`config.mk`:
```
export PLATFORM = sky130hd
export DESIGN_NAME = metronome_pipe
export DESIGN_NICKNAME = d
export VERILOG_FILES = /design/src/rtl/metronome_pipe.sv
export SDC_FILE = /design/constraint.sdc
export NUM_CORES = 1
export LEC_CHECK = 0
export CAP_MARGIN = 20
export CORE_AREA = 2 2 87 64
export DETAILED_ROUTE_END_ITERATION = 8
export DIE_AREA = 0 0 89 66
export PLACE_DENSITY = 0.89
export RECOVER_POWER = 50
export SKIP_LAST_GASP = 1
export SLEW_MARGIN = 20
export SYNTH_ARGS = -nofsm -noshare
export SYNTH_HDL_FRONTEND = slang
export SYNTH_SLANG_ARGS = --single-unit
```
`constraint.sdc`:
```
create_clock -name clk -period 4.7 [get_ports clk]
set_input_delay 0.47 -clock clk [delete_from_list [all_inputs] [get_ports clk]]
set_output_delay 0.47 -clock clk [all_outputs]
set_load 0.01 [all_outputs]
```
`src/rtl/metronome_pipe.sv`:
```
// metronome_pipe
//   Generates per-stage advance strobes for an N-stage core. In sequential
//   mode one stage ticks per cycle, rotating 0..NUM_STAGES-1. In pipelined
//   mode every stage ticks every cycle. Handles multi-source stall, flush,
//   stall timeout, and keeps retire and stall counters.
//
// Ports
//   clk         system clock, rising edge
//   rst         asynchronous, active-low reset
//   en          run enable
//   mode        0 = sequential, 1 = pipelined (sampled only in IDLE)
//   stall_req   per-source stall requests, OR-ed together
//   flush       restart the sequence from stage 0
//   tick        stage advance strobes (combinational)
//   phase       current sequential stage index
//   running     high in RUN or STALL
//   stalled     high in STALL
//   timeout     sticky stall-timeout flag, cleared only by reset
//   retire_cnt  completed instructions (wraps)
//   stall_cnt   total stall cycles (wraps)

module metronome_pipe #(
   parameter int NUM_STAGES = 5,
   parameter int STALL_SRCS = 2,
   parameter int CNT_W      = 16,
   parameter int TIMEOUT    = 255
) (
   input  logic                          clk,
   input  logic                          rst,
   input  logic                          en,
   input  logic                          mode,
   input  logic [STALL_SRCS-1:0]         stall_req,
   input  logic                          flush,
   output logic [NUM_STAGES-1:0]         tick,
   output logic [$clog2(NUM_STAGES)-1:0] phase,
   output logic                          running,
   output logic                          stalled,
   output logic                          timeout,
   output logic [CNT_W-1:0]              retire_cnt,
   output logic [CNT_W-1:0]              stall_cnt
);

   localparam int                    PH_W       = $clog2(NUM_STAGES);
   localparam logic [PH_W-1:0]       LAST       = PH_W'(NUM_STAGES - 1);
   localparam int                    WAIT_W     = (TIMEOUT < 2) ? 1 : $clog2(TIMEOUT + 1);
   localparam logic [WAIT_W-1:0]     WAIT_LIMIT = WAIT_W'(TIMEOUT);
   localparam logic [NUM_STAGES-1:0] ONE_HOT0   = NUM_STAGES'(1);

   typedef enum logic [1:0] {IDLE, RUN, STALL, FLUSH} state_t;

   state_t            state;
   logic              mode_q;
   logic [PH_W-1:0]   fill;
   logic [WAIT_W-1:0] wait_cnt;

   logic              stall_any;
   logic              active;
   logic              timeout_hit;
   logic              retire_now;
   logic [WAIT_W-1:0] wait_nxt;

   assign stall_any = |stall_req;
   assign active    = (state == RUN) || (state == STALL);
   assign running   = active;
   assign stalled   = (state == STALL);

   // wait_nxt is the length of the stall run including the current cycle;
   // only consulted while a stall is being requested.
   assign wait_nxt    = wait_cnt + 1'b1;
   assign timeout_hit = (TIMEOUT != 0) && (wait_nxt == WAIT_LIMIT);

   // An instruction retires on the last-stage tick (sequential) or on any
   // tick once the pipeline has filled (pipelined).
   assign retire_now = mode_q ? (fill == LAST) : (phase == LAST);

   // A STALL cycle whose requests have dropped ticks immediately, so the
   // sequence resumes without a bubble.
   always_comb begin
      tick = '0;
      if (active && !stall_any) begin
         tick = mode_q ? '1 : (ONE_HOT0 << phase);
      end
   end

   always_ff @(posedge clk or negedge rst) begin
      if (!rst) begin
         state      <= IDLE;
         mode_q     <= 1'b0;
         phase      <= '0;
         fill       <= '0;
         wait_cnt   <= '0;
         timeout    <= 1'b0;
         retire_cnt <= '0;
         stall_cnt  <= '0;
      end else begin
         case (state)
            IDLE: begin
               if (en) begin
                  mode_q   <= mode;
                  phase    <= '0;
                  fill     <= '0;
                  wait_cnt <= '0;
                  state    <= RUN;
               end
            end

            RUN, STALL: begin
               if (flush) begin
                  // Flush outranks a concurrent stall, so that cycle is not
                  // counted as a stall cycle.
                  wait_cnt <= '0;
                  state    <= FLUSH;
               end else if (stall_any) begin
                  stall_cnt <= stall_cnt + 1'b1;
                  if (timeout_hit) begin
                     timeout  <= 1'b1;
                     wait_cnt <= '0;
                     state    <= FLUSH;
                  end else begin
                     wait_cnt <= wait_nxt;
                     state    <= STALL;
                  end
               end else begin
                  // Ticking cycle: advance the sequence.
                  wait_cnt <= '0;
                  if (retire_now) begin
                     retire_cnt <= retire_cnt + 1'b1;
                  end
                  if (mode_q) begin
                     phase <= '0;
                     if (fill != LAST) begin
                        fill <= fill + 1'b1;
                     end
                     state <= en ? RUN : IDLE;
                  end else begin
                     if (phase == LAST) begin
                        phase <= '0;
                        // Disable only takes effect at an instruction boundary.
                        state <= en ? RUN : IDLE;
                     end else begin
                        phase <= phase + 1'b1;
                        state <= RUN;
                     end
                  end
               end
            end

            FLUSH: begin
               phase    <= '0;
               fill     <= '0;
               wait_cnt <= '0;
               state    <= en ? RUN : IDLE;
            end

            default: begin
               state <= IDLE;
            end
         endcase
      end
   end

endmodule
```
==> metrics, run 1 <==
vias in the first global route 2098; HP Class register to register; total track usage 0.208; NumNets Final 354; Core Region 5060 µm²; Gates resized, CTS repair 0; Synth area leader dfrtp_1; total vias in the final route 2154; share of cells above drive strength 1 0.0601; post-DR wirelength/cell 13.8 µm; worst path cell trace inv_1, ha_1, nand2_1, nor2_1, clkdlybuf4s50_1; global route overflow 0; Ports 50; CTS sink cnt 50; Leakage 0.00156 µW; Tightest Pin Transition 2.55 ns; violated checks max-capacitance violations, max-slew violations; effective utilization at floorplan 0.538; CP max FO 10; Bufs on Longest Clock Path 2; largest incremental delay on the critical path 0.55 ns; Post-synth top flop dfrtp_1; Placed Cells 397; most area-consuming cells after synthesis dfrtp_1, ha_1, nand2_1; Vias/cell 5.32; Multi-input gate area 1370 µm²; setup_tns 0 ns; non-filler cells in the finished layout 405; initial drt markers 115; CP arrival 2.17 ns; fin. max-slew vios 51; fin crit period 2.64 ns; Die X 89 µm; status complete, but fails checks; port buffer count 49; synth unique cells 45; CP top delay family buffers and inverters; Synth Instances 281; post-DP HPWL 4.19 mm; DR DRC count 0; CP Class register to output port; antenna violations before repair 0; Routed Antenna Nets 0; largest net degree at the start of global routing 51; Final Hold Violating Endpoints 0; CTS Root Cell clkbuf_8; area share of the largest cell type after synthesis 0.459; type of origin of the critical path register; flip-flop and latch count after synthesis 50; post-CTS setup buffers 0; Die Area 5870 µm²; # diodes 0; TritonCTS clock tree done; EDFF count, synth 0; PwrDens 406 nW/µm²; Ys Warns 0; Final Power 1370 µW; Worst slew margin -0.701; Crit-path slowest cell clkdlybuf4s50_1; Worst-path clk slew 0.09 ns; worst endpoint required time 4.23 ns; DRT Pass-1 Iters 4; Final setup viols 0; sequential share of the synthesized area 0.459; RSZ-0062 raised after global routing no; Die H 66 µm; setup ws final 2.06 ns; area of the mapped netlist 2730 µm²; Max rail drop VDD 0.000374 V; GPL Wtd Cong 0.836; DRT Wirelength 5.61 mm; first-pass GRT wire length 9.57 mm; hold buffer count at CTS 0; Storage cell area 1250 µm²; period utilization 0.561; asr flop ratio synth 1.00; fillers 400; area grow syn2layout 23.7%; H-tree Lvls 2; final clock skew 0.00584 ns; Setup Slack @ Placement 1.92 ns; worst skew pair latency 0.30 ns; crit path capture type output port; FP Rows 22; syn_nets 303; Synth Area per Inst 9.70 µm²; Worst Path Buf+Inv 2; fmax 379 MHz; max-cap viol count 1; CTS buffer count 5
==> worst register-to-register path, delay by kind of cell (launching register included) <==
family                   cells  cell delay, ns
AO/OA/AOI/OAI                1            0.48
XOR/XNOR                     1            0.20
adder cells (fa/ha/maj)      1            0.47
buffers and inverters        2            0.29
flip-flops                   1            0.40
AND/OR/NAND/NOR              3            0.65
==> kinds of logic after synthesis <==
family	after synthesis	synth area share
buffers and inverters	21	0.0381
and+or+nand+nor	122	0.224
muxes	4	0.0156
adders and majority gates	15	0.0688
xor gates and xnor gates	31	0.0996
DFF	50	0.459
AOI/OAI and AO/OA	38	0.0950
==> stage by stage <==
stage | hold WS, ns | cell area (µm²) | util
after floorplan | 0.174 | 2730 | -
after global placement | 0.442 | 3270 | 0.646
after detailed placement | 0.446 | 3270 | 0.646
after CTS | 0.284 | 3380 | 0.667
after global routing | 0.476 | 3370 | 0.666
final | 0.461 | 3370 | 0.666
==> final timing paths <==
kind / start / end / slack [ns] / cells after the start
worst min-delay path: retire_cnt[15]$_DFFE_PN0P_ / retire_cnt[15]$_DFFE_PN0P_ / 0.46 / 1
min in group asynchronous: rst / retire_cnt[13]$_DFFE_PN0P_ / 1.06 / 2
max in group asynchronous: rst / wait_cnt[2]$_DFFE_PN0P_ / 2.20 / 2
worst max-delay path: state[1]$_DFFE_PN0P_ / tick[0] / 2.06 / 5
worst min register to register: retire_cnt[15]$_DFFE_PN0P_ / retire_cnt[15]$_DFFE_PN0P_ / 0.46 / 1
worst max register to register: state[1]$_DFFE_PN0P_ / retire_cnt[13]$_DFFE_PN0P_ / 2.13 / 8
==> cells in the final DEF, fill, tap and decap left out, types with 4 or more instances in the layout <==
master            n
dfrtp_1          50
nand2_1          41
clkdlybuf4s50_1  32
nor2_1           24
xnor2_1          16
dlygate4sd3_1    16
xor2_1           15
ha_1             15
inv_1            13
nand3_1          13
a21oi_1          11
o21ai_0          10
and3_1            8
nand4_1           8
nor3_1            5
clkbuf_8          5
nor2b_1           4
==> sequential cells by signal, indices dropped and copies added, names as in the netlist <==
name,count
state,2
phase,3
retire_cnt,16
mode_q,1
timeout,1
stall_cnt,16
wait_cnt,8
fill,3
==> synthesized netlist by cell type, drive strengths merged, types with 2 or more instances <==
master	instances
nand2	42
clkbuf	4
nor3	8
and4	2
nand4	8
inv	13
buf	4
and3	9
xor2	15
and2	4
a22o	2
a21o	2
or3	2
o21ai	10
ha	15
xnor2	16
a31oi	2
nor4	2
mux2i	2
a21oi	11
o31ai	2
a211oi	2
nand3	13
dfrtp	50
nor2	24
nor2b	4
mux2	2
==> area by class of cell <==
cell class | instances | share of cell area
clock buffer | 6 | 0.0215
clock inverter | 2 | 0.0111
inverter | 13 | 0.0145
multi-input combinational | 210 | 0.407
sequential | 50 | 0.371
tap | 72 | 0.0267
timing repair buffer | 52 | 0.148
==> per-layer routing <==
layer  part of all wire  GRT usage  vias up
met2               0.47      0.321       57
li1                   -          -     1062
met5                  0          0        -
met1               0.49      0.298     1029
met4             0.0080     0.0616        0
met3              0.040     0.0400        6
==> power by group <==
group	internal [µW]	total [µW]	switching [µW]
Clock	159	296	137
Combinational	218	493	275
Sequential	492	579	87.3
Power figures use the tool's default switching activity.
==> inputs of run 2 (changes only) <==
--- a/config.mk
+++ b/config.mk
@@ -6,10 +6,10 @@
 export NUM_CORES = 1
 export LEC_CHECK = 0
 export CAP_MARGIN = 20
-export CORE_AREA = 2 2 87 64
+export CORE_AREA = 2 2 90 66
 export DETAILED_ROUTE_END_ITERATION = 8
-export DIE_AREA = 0 0 89 66
-export PLACE_DENSITY = 0.89
+export DIE_AREA = 0 0 92 68
+export PLACE_DENSITY = 0.85
 export RECOVER_POWER = 50
 export SKIP_LAST_GASP = 1
 export SLEW_MARGIN = 20
==> constraint.sdc (replaced) <==
create_clock -name clk -period 2.6 [get_ports clk]
set_input_delay 0.26 -clock clk [delete_from_list [all_inputs] [get_ports clk]]
set_output_delay 0.26 -clock clk [all_outputs]
set_load 0.01 [all_outputs]
==> metrics, run 2 (synthesized netlist as in run 1, its figures left out) <==
Core Util, Final 0.624; Int Power 1590 µW; DR DRC count 0; HP Class register to register; H-tree Lvls 2; TritonCTS clock tree done; crit path capture type output port; type of origin of the critical path register; setup_tns 0 ns; CP endpoint tick[0]; post-CTS setup buffers 0; Worst R2R End stall_cnt[11]$_DFFE_PN0P_; effective utilization at floorplan 0.499; Ports 50; max-cap viol count 0; # diodes 0; Die H 68 µm; Worst Path Buf+Inv 3; Worst-path clk slew 0.10 ns; Routed Antenna Nets 0; status completed; Reg2Reg Launch Point state[1]$_DFFE_PN0P_; Core Region 5470 µm²; total vias in the final route 2172; CP max FO 9; Vias/cell 5.27; largest incremental delay on the critical path 0.55 ns; CP arrival 2.10 ns; initial drt markers 34; Final setup viols 0; worst skew pair latency 0.30 ns; Max rail drop VDD 0.000412 V; reg-to-reg slack, setup 0.38 ns; final clock skew 0.00844 ns; CTS Root Cell clkbuf_8; RSZ-0062 raised after global routing no; power share of the combinational group 0.365; fin. max-slew vios 0; sequential share of power 0.416; CTS sink cnt 50; DRT Pass-1 Iters 4; Placed Cells 403; Bufs on Longest Clock Path 2; CP Class register to output port; DRT Wirelength 5.46 mm; commonest non-fill, non-tap cell in the layout dfrtp_1; FP Rows 23; largest registers retire_cnt: 16 flops, stall_cnt: 16 flops, wait_cnt: 8 flops; Crit-path slowest cell clkdlybuf4s50_1; worst endpoint required time 2.34 ns; non-filler cells in the finished layout 412; Die X 92 µm; Die Area 6260 µm²; worst path cell trace inv_1, ha_1, buf_4, nand2_1, nor2_1, clkdlybuf4s50_1; clock power share 0.219; fmax 424 MHz; NumNets Final 358; total track usage 0.187; largest net degree at the start of global routing 21; antenna violations before repair 0; number of cells on the critical path 6; worst hold margin 0.465 ns; fin crit period 2.36 ns; FF-to-FF path depth 8; CP top delay family buffers and inverters; first-pass GRT wire length 9.30 mm; CTS buffer count 5; vias in the first global route 2093; Final Hold Violating Endpoints 0; P_sw 921 µW; Sw Share 0.366; period utilization 0.907; Worst slew margin 0.232; port buffer count 49; post-DR wirelength/cell 13.3 µm; PwrDens 738 nW/µm²; global route overflow 0; area grow syn2layout 25.1%; Critical path origin state[1]$_DFFE_PN0P_; GPL Wtd Cong 0.876; Tightest Pin Transition 1.15 ns; post-DP HPWL 4.20 mm; Leakage 0.00159 µW; Final Power 2520 µW; most frequent cells in the layout dfrtp_1, nand2_1, clkdlybuf4s50_1; share of cells above drive strength 1 0.0712
[run 2: cell types whose count changed in the layout (fill, tap and decap cells not counted), sizes merged]
cell	change
buf	+2
clkinvlp	-1
dlygate4sd3	+2
inv	+1
clkinv	+1
clkdlybuf4s50	-1
[run 2: cell type report]
cell class / count / area, µm²
clock buffer: 5 / 68.8
clock inverter: 3 / 43.8
fill: 471 / 2060
inverter: 13 / 48.8
multi-input combinational: 210 / 1370
sequential: 50 / 1250
tap: 75 / 93.8
timing repair buffer: 56 / 533
[run 2: per-stage QoR]
| stage | worst slack (ns) | instance area (µm²) |
|---|---|---|
| floorplan | 0.404 | 2730 |
| global placement | 0.326 | 3300 |
| detailed placement | 0.290 | 3300 |
| CTS | 0.220 | 3420 |
| global route | 0.116 | 3410 |
| finish | 0.242 | 3410 |
[run 2: layer usage]
layer,global-route usage,routed length [µm],vias up
met2,0.325,2590,53
met1,0.244,2560,1030
li1,-,-,1079
met5,0,0,-
met3,0.0363,226,10
met4,0.0504,85,0
[run 2: power by group through the flow]
stage	logic [µW]	clock network, µW	registers (µW)
after detailed placement	929	0	1060
after global routing	1030	597	1070
after global placement	888	0	1050
after floorplan	587	0	1040
after CTS	937	564	1040
final	918	551	1050
[run 2: timing repair]
| action | 4_1_cts | 5_1_grt |
|---|---|---|
| endpoints found under the hold margin | 18 | 0 |
| gates resized for setup | 0 | 0 |
| hold buffers | 1 | 0 |
[run 2: worst min-delay path by stage]
stage | start | endpoint | slack, ns | cells after the start
detailed placement | rst | wait_cnt[7]$_DFFE_PN0P_ | 0.25 | 1
CTS | rst | retire_cnt[1]$_DFFE_PN0P_ | 0.46 | 2
global placement | rst | wait_cnt[7]$_DFFE_PN0P_ | 0.24 | 1
finish | retire_cnt[15]$_DFFE_PN0P_ | retire_cnt[15]$_DFFE_PN0P_ | 0.47 | 1
floorplan | rst | fill[0]$_DFFE_PN0P_ | -0.04 | 0
global route | timeout$_DFFE_PN0P_ | timeout$_DFFE_PN0P_ | 0.48 | 1
[run 2: worst register-to-register path, cell delays in order (launching register included)]
cell	delay, ns
dfrtp_1	0.40
inv_1	0.08
ha_1	0.29
inv_1	0.12
nor3_1	0.39
nand4_1	0.34
nor2_1	0.26
nand2_1	0.10
xnor2_1	0.12
==> inputs of run 3 (changes only) <==
==> constraint.sdc (replaced) <==
create_clock -name clk -period 2.5 [get_ports clk]
set_input_delay 0.25 -clock clk [delete_from_list [all_inputs] [get_ports clk]]
set_output_delay 0.25 -clock clk [all_outputs]
set_load 0.01 [all_outputs]
==> metrics, run 3 (synthesized netlist as in run 1, its figures left out) <==
status complete, but fails checks; violated checks max-capacitance violations, max-slew violations; crit path capture type output port; CTS Root Cell clkbuf_8; HP Start timeout$_DFFE_PN0P_; effective utilization at floorplan 0.499; WHS Path Cells 1; largest registers retire_cnt: 16 flops, stall_cnt: 16 flops, wait_cnt: 8 flops; Die X 92 µm; Bufs on Longest Clock Path 2; Final Hold Violating Endpoints 0; area grow syn2layout 24.0%; period utilization 0.933; number of cells on the critical path 6; FF-to-FF path depth 8; final clock skew 0.00315 ns; Max rail drop VDD 0.000422 V; worst hold margin 0.465 ns; DRT Wirelength 5.50 mm; post-route cell area 3380 µm²; Die H 68 µm; # diodes 0; PwrDens 733 nW/µm²; fin crit period 2.33 ns; Die Area 6260 µm²; RSZ-0062 raised after global routing no; GPL Wtd Cong 0.886; Reg2Reg Launch Point state[1]$_DFFE_PN0P_; Gates resized, CTS repair 0; Final setup viols 0; Core Region 5470 µm²; Crit-path slowest cell clkdlybuf4s50_1; total vias in the final route 2178; fmax 429 MHz; Worst Path Buf+Inv 3; share of cells above drive strength 1 0.0685; Leakage 0.00158 µW; worst endpoint required time 2.25 ns; antenna violations before repair 0; HP Class register to register; Critical path origin state[1]$_DFFE_PN0P_; CTS sink cnt 50; post-DP HPWL 4.09 mm; TritonCTS clock tree done; Vias/cell 5.30; largest incremental delay on the critical path 0.54 ns; FP Rows 23; Ports 50; max-cap viol count 1; CP arrival 2.08 ns; NumNets Final 358; worst skew pair latency 0.30 ns; global route overflow 0; DR DRC count 0; type of origin of the critical path register; DRT Pass-1 Iters 4; Post-DP Area 3300 µm²; Routed Antenna Nets 0; CP Class register to output port; CP top delay family buffers and inverters; vias in the first global route 2019; fin. max-slew vios 30; port buffer count 49; CP max FO 9; largest net degree at the start of global routing 30; commonest non-fill, non-tap cell in the layout dfrtp_1; first-pass GRT wire length 9.11 mm; Worst-path clk slew 0.09 ns; Tightest Pin Transition 1.53 ns; total track usage 0.182; setup_tns 0 ns; H-tree Lvls 2; most frequent cells in the layout dfrtp_1, nand2_1, clkdlybuf4s50_1; worst path cell trace inv_1, ha_1, buf_4, nand2_1, nor2_1, clkdlybuf4s50_1; initial drt markers 86; CTS buffer count 5; Worst slew margin -0.0213; post-DR wirelength/cell 13.4 µm
run 3: changes by cell type in the layout (fill, tap and decap cells not counted), sizes merged:
cell and change:
dlygate4sd3 +2, clkinvlp +1, clkbuf +1, clkdlybuf4s50 -2, clkinv -1, inv -1
bufinv -1
run 3: area by class of cell:
type                    count  area (µm²)
clock inverters             1        7.51
repair buffers             56         534
fillers                   449        2090
flip-flops and latches     50        1250
clock buffers               6        72.6
multi-input cells         210        1370
inverters                  13        48.8
well taps                  75        93.8
run 3: through the flow:
step           worst slack, ns  cells  power [µW]  utilization
6_report                 0.169    411        2480        0.618
5_1_grt               0.000183    411        2660        0.618
4_1_cts                  0.146    411        2520        0.619
3_5_place_dp             0.195    403        2060        0.603
3_3_place_gp             0.234    403        2020        0.603
2_1_floorplan            0.304    281        1690            -
run 3: power by group:
part           switching [µW]  internal [µW]  total (µW)
combinational             517            430         947
clock                     253            192         445
sequential                162            924        1090
run 3: path summary, 6_finish.rpt:
kind	to	slack, ns
hold reg to reg	timeout$_DFFE_PN0P_	0.46
min in group asynchronous	wait_cnt[2]$_DFFE_PN0P_	0.86
setup reg to reg	stall_cnt[11]$_DFFE_PN0P_	0.29
max in group asynchronous	retire_cnt[7]$_DFFE_PN0P_	0.63
setup / recovery	tick[4]	0.17
hold / removal	timeout$_DFFE_PN0P_	0.46
run 3: timing repair:
item                                   4_1_cts  5_1_grt
endpoints found under the hold margin       27        0
setup buffers                                0        0
hold buffers                                 1        0
run 3: per-layer routing:
metal | GRT usage | routed length (µm)
met5 | 0 | 0
met4 | 0.0410 | 42
met3 | 0.0341 | 227
met2 | 0.309 | 2540
met1 | 0.247 | 2690
